--- src/rtl/inside_pkg.sv ---
// Shared widths, field offsets and FSM state type for the serial
// inside_ range evaluator and the query packer.
package inside_pkg;

    typedef enum logic [2:0] {
        IDLE,
        LOAD,
        SQ_X,
        SQ_Y,
        SQ_R,
        CMP,
        DONE
    } state_t;

    function automatic int MAG_W(input int n);
        return n + 1;
    endfunction

    function automatic int SQ_W(input int n);
        return 2 * n + 2;
    endfunction

    function automatic int SUM_W(input int n);
        return 2 * n + 3;
    endfunction

    function automatic int G_W(input int n);
        return 7 * n + 17;
    endfunction

    function automatic int E_W(input int n);
        return 3 * n + 1;
    endfunction

    // LSB positions of each field inside g_input / e_input
    function automatic int XD_LSB(input int n);
        return 3 * n + 7;
    endfunction

    function automatic int YD_LSB(input int n);
        return (n > 0) ? 0 : 0;
    endfunction

    function automatic int XA_LSB(input int n);
        return 2 * n + 1;
    endfunction

    function automatic int YA_LSB(input int n);
        return n + 1;
    endfunction

    function automatic int RA_LSB(input int n);
        return (n > 0) ? 0 : 0;
    endfunction

endpackage

--- src/rtl/inside_sq_serial.sv ---
// LSB-first shift-add squarer; the start cycle performs the first
// iteration so a full square takes exactly N+1 cycles.
module inside_sq_serial
    import inside_pkg::*;
#(
    parameter int N = 8
) (
    input  logic                 clk,
    input  logic                 rst_n,
    input  logic                 start_i,
    input  logic [MAG_W(N)-1:0]  op_i,
    output logic                 busy_o,
    output logic                 done_o,
    output logic [SQ_W(N)-1:0]   prod_o
);

    localparam int MW = MAG_W(N);
    localparam int SW = SQ_W(N);
    localparam int CW = $clog2(N + 1);

    logic [SW-1:0] mc_q, mc_cur, acc_q, acc_cur, pp, acc_d;
    logic [MW-1:0] mp_q, mp_cur;
    logic [CW-1:0] cnt_q, cnt_cur;
    logic          busy_q, active, last;

    always_comb begin
        mc_cur  = mc_q;
        mp_cur  = mp_q;
        acc_cur = acc_q;
        cnt_cur = cnt_q;
        if (start_i) begin
            mc_cur  = SW'(op_i);
            mp_cur  = op_i;
            acc_cur = '0;
            cnt_cur = '0;
        end
        active = start_i || busy_q;
        pp     = mp_cur[0] ? mc_cur : '0;
        acc_d  = acc_cur + pp;
        last   = (cnt_cur == CW'(N));
    end

    // prod_o is the finished square during the done cycle
    assign done_o = active && last;
    assign prod_o = acc_d;
    assign busy_o = busy_q;

    always_ff @(posedge clk or negedge rst_n) begin
        if (!rst_n) begin
            mc_q   <= '0;
            mp_q   <= '0;
            acc_q  <= '0;
            cnt_q  <= '0;
            busy_q <= 1'b0;
        end else if (active) begin
            mc_q   <= mc_cur << 1;
            mp_q   <= mp_cur >> 1;
            acc_q  <= acc_d;
            cnt_q  <= cnt_cur + CW'(1);
            busy_q <= !last;
        end
    end

endmodule

--- src/rtl/inside_serial.sv ---
// Sequential inside_ range predicate: (xD-xA)^2+(yD-yA)^2 <= rA^2,
// computed with one shared serial squarer behind valid/ready handshakes.
module inside_serial
    import inside_pkg::*;
#(
    parameter int N = 8
) (
    input  logic               clk,
    input  logic               rst_n,
    input  logic [7*N+16:0]    g_input,
    input  logic [3*N:0]       e_input,
    input  logic               in_valid,
    output logic               in_ready,
    output logic               o,
    output logic               out_valid,
    input  logic               out_ready
);

    localparam int MW   = MAG_W(N);
    localparam int SW   = SQ_W(N);
    localparam int UW   = SUM_W(N);
    localparam int XD_L = XD_LSB(N);
    localparam int YD_L = YD_LSB(N);
    localparam int XA_L = XA_LSB(N);
    localparam int YA_L = YA_LSB(N);
    localparam int RA_L = RA_LSB(N);

    state_t          state_q;
    logic            in_ready_q, out_valid_q, o_q;
    logic [N-1:0]    xd_q, yd_q, xa_q, ya_q;
    logic [MW-1:0]   ra_q, adx_q, ady_q;
    logic [UW-1:0]   sum_q;
    logic [SW-1:0]   r2_q;

    logic signed [N+1:0] dx, dy;
    logic [MW-1:0]       adx, ady, sq_op;
    logic                sq_start, sq_busy, sq_done;
    logic [SW-1:0]       sq_prod;
    logic                unused_g;

    assign unused_g = ^{g_input[7*N+16:XD_L+N], g_input[XD_L-1:N]};

    always_comb begin
        dx  = $signed({2'b00, xd_q}) - $signed({{2{xa_q[N-1]}}, xa_q});
        dy  = $signed({2'b00, yd_q}) - $signed({{2{ya_q[N-1]}}, ya_q});
        adx = dx[N+1] ? MW'(-dx) : MW'(dx);
        ady = dy[N+1] ? MW'(-dy) : MW'(dy);
    end

    always_comb begin
        sq_op = ra_q;
        unique case (state_q)
            SQ_X:    sq_op = adx_q;
            SQ_Y:    sq_op = ady_q;
            default: sq_op = ra_q;
        endcase
        sq_start = (state_q inside {SQ_X, SQ_Y, SQ_R}) && !sq_busy;
    end

    inside_sq_serial #(.N(N)) u_sq (
        .clk     (clk),
        .rst_n   (rst_n),
        .start_i (sq_start),
        .op_i    (sq_op),
        .busy_o  (sq_busy),
        .done_o  (sq_done),
        .prod_o  (sq_prod)
    );

    always_ff @(posedge clk or negedge rst_n) begin
        if (!rst_n) begin
            state_q     <= IDLE;
            in_ready_q  <= 1'b0;
            out_valid_q <= 1'b0;
            o_q         <= 1'b0;
            xd_q        <= '0;
            yd_q        <= '0;
            xa_q        <= '0;
            ya_q        <= '0;
            ra_q        <= '0;
            adx_q       <= '0;
            ady_q       <= '0;
            sum_q       <= '0;
            r2_q        <= '0;
        end else begin
            unique case (state_q)
                IDLE: begin
                    in_ready_q <= 1'b1;
                    if (in_valid && in_ready_q) begin
                        xd_q       <= g_input[XD_L +: N];
                        yd_q       <= g_input[YD_L +: N];
                        xa_q       <= e_input[XA_L +: N];
                        ya_q       <= e_input[YA_L +: N];
                        ra_q       <= e_input[RA_L +: MW];
                        in_ready_q <= 1'b0;
                        state_q    <= LOAD;
                    end
                end
                LOAD: begin
                    adx_q   <= adx;
                    ady_q   <= ady;
                    sum_q   <= '0;
                    state_q <= SQ_X;
                end
                SQ_X: begin
                    if (sq_done) begin
                        sum_q   <= sum_q + UW'(sq_prod);
                        state_q <= SQ_Y;
                    end
                end
                SQ_Y: begin
                    if (sq_done) begin
                        sum_q   <= sum_q + UW'(sq_prod);
                        state_q <= SQ_R;
                    end
                end
                SQ_R: begin
                    if (sq_done) begin
                        r2_q    <= sq_prod;
                        state_q <= CMP;
                    end
                end
                CMP: begin
                    o_q         <= (sum_q <= UW'(r2_q));
                    out_valid_q <= 1'b1;
                    state_q     <= DONE;
                end
                DONE: begin
                    if (out_ready) begin
                        out_valid_q <= 1'b0;
                        in_ready_q  <= 1'b1;
                        state_q     <= IDLE;
                    end
                end
                default: state_q <= IDLE;
            endcase
        end
    end

    assign in_ready  = in_ready_q;
    assign out_valid = out_valid_q;
    assign o         = o_q;

endmodule

--- config.mk ---
export PLATFORM = sky130hd
export DESIGN_NAME = inside_serial
export DESIGN_NICKNAME = d
export VERILOG_FILES = /design/src/rtl/inside_pkg.sv /design/src/rtl/inside_sq_serial.sv /design/src/rtl/inside_serial.sv
export SDC_FILE = /design/constraint.sdc
export NUM_CORES = 1
export LEC_CHECK = 0
export CAP_MARGIN = 5
export CELL_PAD_IN_SITES_DETAIL_PLACEMENT = 0
export CELL_PAD_IN_SITES_GLOBAL_PLACEMENT = 2
export CORE_UTILIZATION = 36
export CTS_CLUSTER_SIZE = 12
export DETAILED_ROUTE_END_ITERATION = 10
export GPL_TIMING_DRIVEN = 0
export PLACE_DENSITY_LB_ADDON = 0.12
export SETUP_SLACK_MARGIN = 0.4
export SLEW_MARGIN = 20
export SYNTH_ARGS = -nofsm -noshare
export SYNTH_HDL_FRONTEND = slang
export SYNTH_HIERARCHICAL = 1
export SYNTH_SLANG_ARGS = --single-unit
--- constraint.sdc ---
create_clock -name clk -period 6 [get_ports clk]
set_clock_uncertainty 0.05 [all_clocks]
set_input_delay 0.6 -clock clk [delete_from_list [all_inputs] [get_ports clk]]
set_output_delay 0.6 -clock clk [all_outputs]
set_load 0.02 [all_outputs]
Yosys cells after proc, flatten, opt, wreduce, memory -nomap -nowiden
Cells that the tools add are included.
{"block": "op_classes", "add_sub_neg": 7, "order_cmp": 1, "eq_ne": 13, "mux": 21, "n_reduce_logical": 18}
{"operator": "18-bit 2-to-1 mux", "n": 3}
{"operator": "19-bit case mux with 2 select lines", "n": 1}
{"operator": "9-bit 2-to-1 mux", "n": 3}
{"operator": "3-bit case mux with 7 select lines", "n": 1}
{"operator": "9-bit by 8-bit subtractor with 10-bit output", "n": 2}
{"operator": "19-bit by 18-bit adder with 19-bit output", "n": 1}
{"operator": "19-bit by 18-bit less-or-equal comparator with 1-bit output", "n": 1}
{"operator": "19-bit 2-to-1 mux", "n": 1}
{"operator": "18-bit adder", "n": 1}
{"operator": "9-bit negator", "n": 2}
{"operator": "9-bit case mux with 2 select lines", "n": 1}
{"operator": "3-bit 2-to-1 mux", "n": 5}
{"operator": "2-bit != test, second input constant", "n": 5}
{"operator": "2-bit AND reduction", "n": 5}
{"operator": "3-bit == test, second input constant", "n": 3}
{"operator": "3-bit by 2-bit == test with 1-bit output, second input constant", "n": 2}
{"operator": "2-bit nonzero test", "n": 3}
{"operator": "5-bit AND reduction", "n": 1}
{"operator": "4-bit by 1-bit adder with 4-bit output, second input constant", "n": 1}
{"operator": "4-bit == test, second input constant", "n": 1}
{"operator": "4-bit 2-to-1 mux", "n": 1}
{"operator": "1-bit case mux with 2 select lines", "n": 2}
{"operator": "3-bit by 1-bit == test with 1-bit output, second input constant", "n": 1}
{"operator": "1-bit logical AND", "n": 3}
{"operator": "other kinds (7)", "n": 10}
{"block": "totals", "ff_bits": 150, "word_cells": 78}

Longest topological paths before layout
Gate-level depths: netlist of the first run.
{"block": "logic_depth", "ltp_word": 9, "depth_mapped": 27, "depth_no_buf": 22}

Cells and area by module
The synthesis of the first run kept the hierarchy.
{"module": "inside_serial", "instances": 1, "cells_each": 687, "area_each_um2": 6411.1, "seq_area_each_um2": 2552.4}
{"module": "inside_sq_serial", "instances": 1, "cells_each": 360, "area_each_um2": 3238.1, "seq_area_each_um2": 1201.2}

Worst setup path after synthesis of the first run
Ideal clock, no wire load.
{"block": "synth_path", "path_type": "register to register", "from": "reg state_q[0]", "to": "reg sum_q[17]", "arrival_ps": 4739, "slack_ps": 1077, "path_stages_with_launch": 25, "path_buffers": 4, "synth_period_minus_slack_ps": 4923, "path_cell_list": "dfrtp_1 > clkbuf_1 > buf_1 > mux2i_1 > o21ai_0 > and2_1 > clkbuf_1 > a22o_1 > ha_1 > a21oi_1 > o221a_2 > o21bai_1 > a21o_1 > a21oi_1 > xnor2_1 > ha_1 > clkbuf_1 > inv_1 > o21bai_1 > a21o_1 > a2111oi_0 > o21bai_1 > o21bai_1 > xnor2_1 > o21ai_0"}
{"block": "synth_via", "elab_cells_between_ends": 23, "classes_between": "add/sub (2); eq/ne (6); mux (8); reduce/logical (7)"}
{"item": "start, declared", "line": "inside_serial.sv:28", "source": "state_t state_q;"}
{"item": "start signal, assigned", "line": "inside_serial.sv:72", "source": "state_q <= IDLE;"}
{"item": "start signal, assigned", "line": "inside_serial.sv:96", "source": "state_q <= LOAD;"}
{"item": "start signal, assigned", "line": "inside_serial.sv:103", "source": "state_q <= SQ_X;"}
{"item": "3-bit by 2-bit == test with 1-bit output", "line": "inside_serial.sv:52", "source": "unique case (state_q)"}
{"item": "9-bit case mux with 2 select lines (*)", "line": "inside_serial.sv:52"}
{"item": "named net sq_op[0]", "line": "inside_serial.sv:36", "source": "logic [MW-1:0] adx, ady, sq_op;"}
{"item": "18-bit 2-to-1 mux / 9-bit 2-to-1 mux (equally long branches)", "line": "inside_sq_serial.sv:31", "source": "if (start_i) begin"}
{"item": "18-bit 2-to-1 mux (*)", "line": "inside_sq_serial.sv:38", "source": "pp = mp_cur[0] ? mc_cur : '0;"}
{"item": "18-bit adder (*)", "line": "inside_sq_serial.sv:39", "source": "acc_d = acc_cur + pp;"}
{"item": "named net sq_prod[11]", "line": "inside_serial.sv:38", "source": "logic [SW-1:0] sq_prod;"}
{"item": "19-bit by 18-bit adder with 19-bit output (*)", "line": "inside_serial.sv:107, inside_serial.sv:113"}
{"item": "19-bit 2-to-1 mux (*)", "line": "inside_serial.sv:106, inside_serial.sv:112"}
{"item": "19-bit case mux with 2 select lines (*)", "line": "inside_serial.sv:86", "source": "unique case (state_q)"}
{"item": "end signal, assigned", "line": "inside_serial.sv:107", "source": "sum_q <= sum_q + UW'(sq_prod);"}
{"item": "end signal, assigned", "line": "inside_serial.sv:113", "source": "sum_q <= sum_q + UW'(sq_prod);"}
{"item": "end, declared", "line": "inside_serial.sv:32", "source": "logic [UW-1:0] sum_q;"}
The timed path passes the listed nets; every way through them passes the cells marked *. The select of a mux whose other input is x is not followed.
A chain may end at the register's enable or synchronous reset.

Worst setup path in the final report of the first run
Ends and elaborated chain as after synthesis.

==> run metrics, run 1 <==
synthesis-to-layout area growth 16.9%; H-tree depth 4; placed cell count 1430; global-route wire length before repair 42.2 mm; Critical Path Fanout Max 10; highest metal used met4; Ys Warns 6; fin cells 1463; Starting Density 0.368; drt total wl 25.6 mm; WL met1 around 12 mm; vias in the first global route roughly 7700; CP arrival 5.57 ns; via count about 7500; DRC viols 2; Synth Area in Simple Gates 0.153; cts-stage hold buffer count 0; wire length per cell 17.5 µm; critical path class reg2reg; mux contribution to synthesized area 0.0718; Synth Area in Adders 0.107; die height 166 µm; Max-slew headroom 0.400; Syn Std Cell Area 9650 µm²; terminus of the critical flop-to-flop path sum_q[17]; GPL Wtd Cong 0.810; largest family of logic cells by synthesized area compound AO/OA/AOI/OAI gates; TritonCTS Sinks 150; share of layout cells above drive strength 1 0.0949; ANT cells 0; vias per cell 5.15; XOR/XNOR share of the synthesized area 0.0498; Setup violations, final 0; sequential share of the synthesized area 0.389; cell taking the most area after synthesis dfrtp_1; CTS tree done; most common cell in the netlist dfrtp_1; syn nets about 1200; status finished with violations; Worst setup EP type flip-flop; GRT Total Usage 0.196; initial antenna violation count 0; ranking of synthesized cells by area dfrtp_1, ha_1, o21ai_0; unrepaired setup endpoints after global routing true; Syn Inst Count 1047; area of the core 26200 µm²; fraction of synthesis flops using an asynchronous set or reset pin 1.00; post-synth top area share 0.389; FMAX 0.188 GHz; Synth Register Bits 150; post-route minimum period 5.33 ns; RR Startpoint state_q[0]; first-pass iteration count of the detailed router 7; # IOs 105; Final Max Tran Viols 0; area of all placed cells without fillers 11300 µm²; nets@finish 1298; Die W 166 µm; r2r worst-path depth 21; CTS Buf Count 17; HPWL Detailed 19.0 mm; largest net degree at the start of global routing 92; Mapped Avg Cell Area 9.22 µm²; Slew @ Worst Pin 0.889 ns; Final period util 0.888; worst path required time 6.24 ns; Max-Cap Viols 0; metal2 WL 12.8 mm; DR iter-0 viols 338; final hold vios 0; DR WL met3 around 490 µm; DIE AREA 27500 µm²; violated checks DRC; Synth Flop Type dfrtp_1; number of port buffers 47; Root Buffer clkbuf_16; synth unique cells between 70 and 80; Remaining Overflow, GRT 0; Post-DP Area 10600 µm²; Max Buffers Root-to-Sink 2; ANT nets after route 0; Post-synth EDFFs 0; Worst-path clk slew 0.07 ns; compound-cell area share of the yosys netlist 0.187; CP Launch Type flip-flop; Core Util, Final 0.430; worst-skew pair later-pin latency 0.44 ns; Synth top cells by count dfrtp_1, nand2_1, o21ai_0, ha_1, nor2_1; hold slack 0.0487 ns; reg2reg setup slack 0.67 ns; worst min path class in2async; Row Count 59
cells by family (layout without fill, tap and decap cells):
logic type,Yosys count,count (layout)
and+or+nand+nor,313,313
AOI/OAI and AO/OA,277,277
DFF,150,150
buffers and inverters,106,187
adders and majority gates,80,80
muxes,66,66
xor gates and xnor gates,54,54
other,1,1
layout make-up:
cell class                 count  area, µm²
timing repair buffer          50        518
sequential                   150       3750
clock inverter                12        130
multi-input combinational    791       5590
fill                        2667      14900
inverter                      64        240
tap                          335        419
buffer                        42        189
clock buffer                  19        433
routing by layer:
metal / GRT usage / up-vias
li1: - / 3828
met2: 0.341 / 78
met3: 0.0280 / 16
met5: 0 / -
met4: 0.0516 / 0
met1: 0.254 / 3606
registers in the layout, indices dropped and copies added (netlist names):
signal / count
o: 1
r2_q: 18
yd_q: 8
u_sq/cnt_q: 4
u_sq/busy_o: 1
sum_q: 19
u_sq/acc_q: 18
u_sq/mp_q: 8
xd_q: 8
u_sq/mc_q: 17
ra_q: 9
xa_q: 8
in_ready: 1
adx_q: 9
ya_q: 8
out_valid: 1
ady_q: 9
state_q: 3
worst max path at each step:
stage / slack (ns) / endpoint / startpoint
2_1_floorplan: 1.08 / sum_q[17] / state_q[0]
3_3_place_gp: -2.48 / ya_q[2] / rst_n
3_5_place_dp: -0.30 / sum_q[17] / state_q[1]
4_1_cts: 0.42 / sum_q[17] / state_q[1]
5_1_grt: 0.38 / sum_q[17] / state_q[1]
6_report: 0.67 / sum_q[17] / state_q[0]
worst max-delay path: stages, from the launching register on:
cell and delay, ns:
dfrtp_1 0.35, clkbuf_2 0.27, clkbuf_4 0.30, mux2i_1 0.19, o21ai_0 0.13, and2_1 0.20
clkbuf_2 0.19, a22o_1 0.28, ha_1 0.33, nor2b_2 0.20, o2111ai_2 0.21, nand3b_1 0.25
o311a_1 0.45, o21ai_0 0.15, or3b_1 0.42, ha_1 0.36, o21a_1 0.19, o21ai_1 0.17
o21bai_1 0.09, o21bai_1 0.18, xnor2_1 0.14, o21ai_0 0.08
repair_timing:
| item | 4_1_cts | 5_1_grt |
|---|---|---|
| pin swaps | 0 | 5 |
| setup buffers | 0 | 2 |
| resized for setup | 13 | 31 |
| endpoints found under the setup margin | 8 | 8 |
metrics by stage:
stage	worst slack, ns	setup TNS [ns]
2_1_floorplan	1.08	0
3_3_place_gp	-2.48	-370.26
3_5_place_dp	-0.302	-0.855
4_1_cts	0.425	0
5_1_grt	0.378	0
6_report	0.670	0
cells in the final DEF, fill, tap and decap left out, types with 7 or more instances in the layout:
| cell type | Yosys | layout |
|---|---|---|
| dfrtp_1 | 150 | 150 |
| nand2_1 | 130 | 130 |
| o21ai_0 | 100 | 98 |
| ha_1 | 76 | 72 |
| nor2_1 | 64 | 63 |
| inv_1 | 62 | 62 |
| clkdlybuf4s50_1 | 0 | 46 |
| a21oi_1 | 47 | 44 |
| mux2i_1 | 40 | 40 |
| xnor2_1 | 34 | 31 |
| clkbuf_1 | 35 | 28 |
| nor2b_1 | 29 | 27 |
| a21o_1 | 27 | 27 |
| mux2_2 | 26 | 26 |
| xor2_1 | 19 | 19 |
| nand3_1 | 17 | 17 |
| clkbuf_16 | 0 | 17 |
| and2_1 | 13 | 13 |
| a22o_1 | 12 | 12 |
| nor3_1 | 11 | 11 |
| o21ai_1 | 8 | 9 |
| nand4_1 | 8 | 8 |
| nand2b_1 | 7 | 7 |
| o31ai_1 | 8 | 7 |
Power of run 1 is not shown: default switching activity piles up to over one toggle a cycle in this logic, so the estimate is an artifact.
==> run 2: changes to the inputs <==
- CTS_CLUSTER_DIAMETER: not set -> 100
==> results of run 2 <==
Same layout as run 1: the final DEF is identical, and so are final timing and power.
Power of run 2 is left out for the same reason.
